<file path="src/rtl/sva_resp_pkg.sv">
// Shared types and width helpers for the capture-and-compare responder.
package sva_resp_pkg;

    typedef enum logic {
        StIdle   = 1'b0,
        StActive = 1'b1
    } state_e;

    // Bits needed to hold a FIFO occupancy of 0..depth inclusive.
    function automatic int unsigned count_width(input int unsigned depth);
        return $clog2(depth + 1);
    endfunction

endpackage

</file>
<file path="src/rtl/sva_resp_fifo.sv">
// Pending-capture FIFO: power-of-two depth, wrapping pointers, same-cycle push+pop even when full.
module sva_resp_fifo
    import sva_resp_pkg::*;
#(
    parameter int unsigned W     = 1,
    parameter int unsigned DEPTH = 4
) (
    input  logic                          clk,
    input  logic                          rst_n,
    input  logic                          i_push,
    input  logic                          i_pop,
    input  logic [W-1:0]                  i_data,
    output logic [W-1:0]                  o_data,
    output logic                          o_full,
    output logic                          o_empty,
    output logic [count_width(DEPTH)-1:0] o_count
);

    localparam int unsigned AW = $clog2(DEPTH);
    localparam int unsigned CW = count_width(DEPTH);

    logic [W-1:0]  r_mem [DEPTH];
    logic [AW-1:0] r_wr_ptr;
    logic [AW-1:0] r_rd_ptr;
    logic [CW-1:0] r_count;
    logic          w_do_push;
    logic          w_do_pop;

    assign o_full    = (r_count == CW'(DEPTH));
    assign o_empty   = (r_count == '0);
    assign o_count   = r_count;
    assign o_data    = r_mem[r_rd_ptr];
    assign w_do_pop  = i_pop && !o_empty;
    // A pop frees the head slot this edge, so a full FIFO can still accept a push.
    assign w_do_push = i_push && (!o_full || w_do_pop);

    always_ff @(posedge clk) begin
        if (!rst_n) begin
            r_wr_ptr <= '0;
            r_rd_ptr <= '0;
            r_count  <= '0;
        end else begin
            if (w_do_push) r_wr_ptr <= r_wr_ptr + 1'b1;
            if (w_do_pop)  r_rd_ptr <= r_rd_ptr + 1'b1;
            case ({w_do_push, w_do_pop})
                2'b10:   r_count <= r_count + 1'b1;
                2'b01:   r_count <= r_count - 1'b1;
                default: r_count <= r_count;
            endcase
        end
    end

    always_ff @(posedge clk) begin
        if (w_do_push) r_mem[r_wr_ptr] <= i_data;
    end

endmodule

</file>
<file path="src/rtl/sva_capture_responder.sv">
// Capture-and-compare responder: session FSM, two sample chains, length counter, capture queue.
module sva_capture_responder
    import sva_resp_pkg::*;
#(
    parameter int unsigned W       = 1,
    parameter int unsigned DEPTH   = 4,
    parameter int unsigned MAX_LEN = 64
) (
    input  logic                          clk,
    input  logic                          rst_n,
    input  logic                          f,
    input  logic [W-1:0]                  e,
    input  logic [W-1:0]                  a,
    input  logic                          c,
    input  logic                          tick1,
    input  logic                          tick2,
    output logic                          b,
    output logic [W-1:0]                  d,
    output logic                          busy,
    output logic [count_width(DEPTH)-1:0] pending,
    output logic                          overflow,
    output logic                          timeout
);

    localparam int unsigned   LW      = $clog2(MAX_LEN);
    localparam logic [LW-1:0] LenLast = LW'(MAX_LEN - 1);

    state_e        r_state;
    logic          r_f_q;
    logic [W-1:0]  r_v;
    logic          r_alive1;
    logic          r_alive2;
    logic [LW-1:0] r_len;
    logic          r_overflow;

    logic          w_active;
    logic          w_hit1;
    logic          w_hit2;
    logic          w_alive1_d;
    logic          w_alive2_d;
    logic          w_norm_end;
    logic          w_time_end;
    logic          w_end;
    logic          w_free;
    logic          w_pop;
    logic          w_push;
    logic          w_load_cap;
    logic          w_load;
    logic          w_drop;
    logic [W-1:0]  w_load_val;
    logic [W-1:0]  w_head;
    logic          w_fifo_full;
    logic          w_fifo_empty;

    assign w_active   = (r_state == StActive);
    assign w_hit1     = w_active && tick1 && r_alive1;
    assign w_hit2     = w_active && tick2 && r_alive2;
    assign w_alive1_d = r_alive1 && !(w_hit1 && (a != r_v));
    assign w_alive2_d = r_alive2 && !(w_hit2 && !c);
    assign w_norm_end = w_active && !w_alive1_d && !w_alive2_d;
    // A normal end wins over a coincident timeout.
    assign w_time_end = w_active && (r_len == LenLast) && !w_norm_end;
    assign w_end      = w_norm_end || w_time_end;

    // The queue head is older than a same-cycle capture, so it is served first.
    assign w_free     = w_end || !w_active;
    assign w_pop      = w_free && !w_fifo_empty;
    assign w_load_cap = r_f_q && w_free && w_fifo_empty;
    assign w_push     = r_f_q && !w_load_cap;
    assign w_drop     = w_push && w_fifo_full && !w_pop;
    assign w_load     = w_pop || w_load_cap;
    assign w_load_val = w_pop ? w_head : e;

    sva_resp_fifo #(
        .W     (W),
        .DEPTH (DEPTH)
    ) u_fifo (
        .clk     (clk),
        .rst_n   (rst_n),
        .i_push  (w_push),
        .i_pop   (w_pop),
        .i_data  (e),
        .o_data  (w_head),
        .o_full  (w_fifo_full),
        .o_empty (w_fifo_empty),
        .o_count (pending)
    );

    always_ff @(posedge clk) begin
        if (!rst_n) begin
            r_state    <= StIdle;
            r_f_q      <= 1'b0;
            r_v        <= '0;
            r_alive1   <= 1'b0;
            r_alive2   <= 1'b0;
            r_len      <= '0;
            r_overflow <= 1'b0;
        end else begin
            r_f_q <= f;
            if (w_drop) r_overflow <= 1'b1;
            if (w_load) begin
                r_state  <= StActive;
                r_v      <= w_load_val;
                r_alive1 <= 1'b1;
                r_alive2 <= 1'b1;
                r_len    <= '0;
            end else if (w_end) begin
                r_state  <= StIdle;
                r_alive1 <= 1'b0;
                r_alive2 <= 1'b0;
            end else if (w_active) begin
                r_alive1 <= w_alive1_d;
                r_alive2 <= w_alive2_d;
                if (r_len != LenLast) r_len <= r_len + 1'b1;
            end
        end
    end

    assign b        = w_hit1 && (a == r_v);
    assign d        = (w_active && r_alive2) ? r_v : '0;
    assign busy     = w_active;
    assign overflow = r_overflow;
    assign timeout  = w_time_end;

endmodule

</file>
<file path="config.mk">
export PLATFORM = sky130hd
export DESIGN_NAME = sva_capture_responder
export DESIGN_NICKNAME = d
export VERILOG_FILES = /design/src/rtl/sva_resp_pkg.sv /design/src/rtl/sva_resp_fifo.sv /design/src/rtl/sva_capture_responder.sv
export SDC_FILE = /design/constraint.sdc
export NUM_CORES = 1
export LEC_CHECK = 0
export ABC_AREA = 1
export BUFFER_PORTS_ARGS = -buffer_cell sky130_fd_sc_hd__buf_2
export CORE_UTILIZATION = 55
export CTS_BUF_LIST = sky130_fd_sc_hd__clkbuf_4
export DETAILED_ROUTE_END_ITERATION = 12
export GPL_TIMING_DRIVEN = 0
export PLACE_DENSITY_LB_ADDON = 0.12
export SETUP_SLACK_MARGIN = 0.2
export SKIP_LAST_GASP = 1
export SLEW_MARGIN = 10
export SYNTH_ARGS = -nofsm -noshare
export SYNTH_HDL_FRONTEND = slang
export SYNTH_SLANG_ARGS = --single-unit
export TNS_END_PERCENT = 30
</file>
<file path="constraint.sdc">
create_clock -name clk -period 3.75 [get_ports clk]
set_input_delay 0.75 -clock clk [delete_from_list [all_inputs] [get_ports clk]]
set_output_delay 0.75 -clock clk [all_outputs]
set_load 0.005 [all_outputs]
</file>
==> run_results.csv <==
group,metric,value,unit
pwr,p_total,914,µW
worst_setup_path,worstSetupPathType,"input port to output port",
drt,wl_per_cell,10.5,µm
place,port-buffer-count,15,
cells_and_area,drive_gt1_share,22.8,%
pwr,p_clk_share,12.4,%
logic_synthesis,netlist_area,1320,µm²
timing,finClkSkew,0.00668,ns
cts,cts_htree_levels,1,
pwr,p_sw_share,41.2,%
die,fp.dieH,50.9,µm
logic_synthesis,synth_top_area_share,31.9,%
global_routing,grt-ovfl-total,0,
timing,tns,0,ns
global_routing,grt_antenna_before_repair,0,
logic_synthesis,synthArstFlopShare,0,%
place,globalplace.congestion,0.729,
timing,max_freq,438,MHz
worst_setup_path,crit_top_cell,"nand2_1",
cells_and_area,diodes,0,
worst_setup_path,cp.arrival,1.53,ns
worst_hold_path,min_path_type,"register to register",
worst_setup_path,cp_top_family,"simple AND/OR/NAND/NOR gates",
cts,cts_buffers,3,
pwr,p_seq_share,41.5,%
cts,clk_pin_slew,0.12,ns
cts,cts.sink_count,25,
pwr,ir_drop,0.000406,V
pwr,p_leak,0.645,nW
cts,clk_latency,0.30,ns
cells_and_area,nNetsFinal,195,
die,std_cell_rows,17,
worst_setup_path,cp_max_fo,3,
timing,hold_viol_final,0,
cells_and_area,design_area,1450,µm²
drt,drt-vias-per-instance,4.95,
logic_synthesis,synthesis.nets,175,
logic_synthesis,ys_types,33,
logic_synthesis,synth.most_common_cell,"nand2_1",
job,maxCapViolCount,0,
logic_synthesis,yosys-top-cells-count,"nand2_1, inv_1, dfxtp_1",
cells_and_area,fin_cells,208,
pwr,switchingPower,376,µW
timing,rsz0062_at_grt,"no",
drt,first_pass_iters,4,
logic_synthesis,synth_top_area_cell,"dfxtp_1",
timing,post-route-min-period,2.28,ns
logic_synthesis,ys_seq_area_share,41.1,%
die,design.core.area,2230,µm²
logic_synthesis,synth_edf_count,4,
pwr,powerDensity,628,nW/µm²
logic_synthesis,yosys_register_bits,25,
place,dp_hpwl,1.77,mm
worst_setup_path,path_cells,"buf_2, inv_1, nand2_1, nand2_2, nand2_1, nand2_1, nand2_2, and3_2, buf_2",
worst_setup_path,cp_slowest_stage_delay,0.18,ns
timing,min_period_over_period,60.9,%
place,dp.cells,204,
die,dieArea,2590,µm²
worst_setup_path,crit_required,3.00,ns
cts,hold_buffers,0,
logic_synthesis,synth_ff_type,"dfxtp_1",
worst_setup_path,cp-start-kind,"input port",
place,dpl-instance-area,1430,µm²
cells_and_area,nFillCells,197,
timing,slew_headroom,74.2,%
drt,via_count,1029,
drt,finalWirelength,2.18,mm
pwr,comb_power_share,46.1,%
logic_synthesis,synth_cells,161,
cts,clock_path_buffers,2,
status,status,"finished, final reports clean",
logic_synthesis,synthTopCellsByArea,"dfxtp_1, edfxtp_1, nand2_1",
cells_and_area,area_growth,10.5,%
drt,ant_nets,0,
worst_setup_path,cp_slowest_cell,"and3_2",
pwr,internal_power,537,µW
timing,worst_slew_pin_slew,0.386,ns
timing,drv_slew,0,
logic_synthesis,yosys_warnings,0,
global_routing,first_global_vias,921,
global_routing,grt_max_degree,15,
global_routing,grt_pass1_wl,3.71,mm
die,start_util,58.9,%
cts,cts_tree,"built",
die,die_x,50.9,µm
global_routing,grt_use_total,18.9,%
logic_synthesis,postSynthAreaPerCell,8.18,µm²
cts,cts_setup_buffers,0,
drt,drc,0,
timing,setup_violations,0,
cts,clock_tree.root_cell,"clkbuf_4",
worst_setup_path,cp_num_buf_inv,3,
cts,cts.repair.resized,0,
drt,drt-initial-drc-count,13,
die,boundaryPins,16,
worst_setup_path,cp-end-kind,"output port",
tightest hold or removal path, stage by stage, from the launching register on:
cell and delay (ns):
dfxtp_1 0.34, inv_1 0.05, a21oi_1 0.05
cell families after synthesis:
group                    count (synthesis)  share of synthesized area (%)
AO/OA/AOI/OAI                           25                           11.3
XOR/XNOR                                 3                           2.00
adder cells (fa/ha/maj)                  6                           6.27
buffers and inverters                   29                           10.3
flip-flops                              25                           41.1
AND/OR/NAND/NOR                         73                           29.1
worst paths after layout:
check,cells after the start,end,from,slack (ns)
worst max-delay path,9,timeout,a,1.47
worst min-delay path,2,overflow$_SDFFE_PN0P_,overflow$_SDFFE_PN0P_,0.47
worst max register to register,13,u_fifo.o_count[2]$_SDFFE_PN0P_,r_len[0]$_SDFFE_PP0P_,1.65
worst min register to register,2,overflow$_SDFFE_PN0P_,overflow$_SDFFE_PN0P_,0.47
metal layers:
metal  up-vias  wire [µm]  global-route usage [%]
li1        547          -                       -
met1       467       1010                    22.7
met2        13       1110                    34.4
met3         2         50                    2.68
met4         0         16                    5.56
met5         -          0                       0
through the flow:
| stage | util (%) | setup slack, ns | hold WS [ns] |
|---|---|---|---|
| finish | 65.1 | 1.47 | 0.466 |
| global route | 65.1 | 1.39 | 0.503 |
| CTS | 65.1 | 1.46 | 0.470 |
| detailed placement | 63.9 | 1.30 | 0.451 |
| global placement | 63.9 | 1.34 | 0.446 |
| floorplan | - | 1.54 | 0.447 |
registers in the layout, summed over array words and instances, names as in the netlist, named ones only:
register	flops
r_len	6
r_f_q	1
overflow	1
u_fifo.r_rd_ptr	2
r_v	1
busy	1
u_fifo.r_wr_ptr	2
u_fifo.r_mem	4
r_alive1	1
r_alive2	1
u_fifo.o_count	3
layout make-up:
cell class                      instances  area, µm²  area share [%]
Clock buffer                            3       22.5            1.55
Tap cell                               28       35.0            2.41
Inverter                               27        101            6.97
Sequential cell                        25        541            37.2
Buffer                                  2       33.8            2.32
Timing Repair Buffer                   15       75.1            5.16
Clock inverter                          1       5.00           0.344
Multi-Input combinational cell        107        641            44.1
power by group through the flow:
stage	Combinational, mW	Sequential, mW	Clock [mW]
finish	0.421	0.379	0.113
global route	0.479	0.388	0.127
CTS	0.425	0.381	0.117
detailed placement	0.423	0.387	0
global placement	0.407	0.383	0
floorplan	0.339	0.379	0
placed cells by master (no fill, tap or decap), drive strengths merged:
cell,instances
nand3,6
nor2,24
xor2,1
nor3b,1
nor3,3
inv,27
a32o,1
o2111ai,1
and3,1
ha,5
nand2,35
nand4,2
a21oi,12
clkbuf,4
a31oi,1
dfxtp,21
or2,1
buf,16
xnor2,2
o21ai,9
o21a,1
fa,1
edfxtp,4
clkinv,1
No activity file was read; power rests on OpenSTA's default activity.
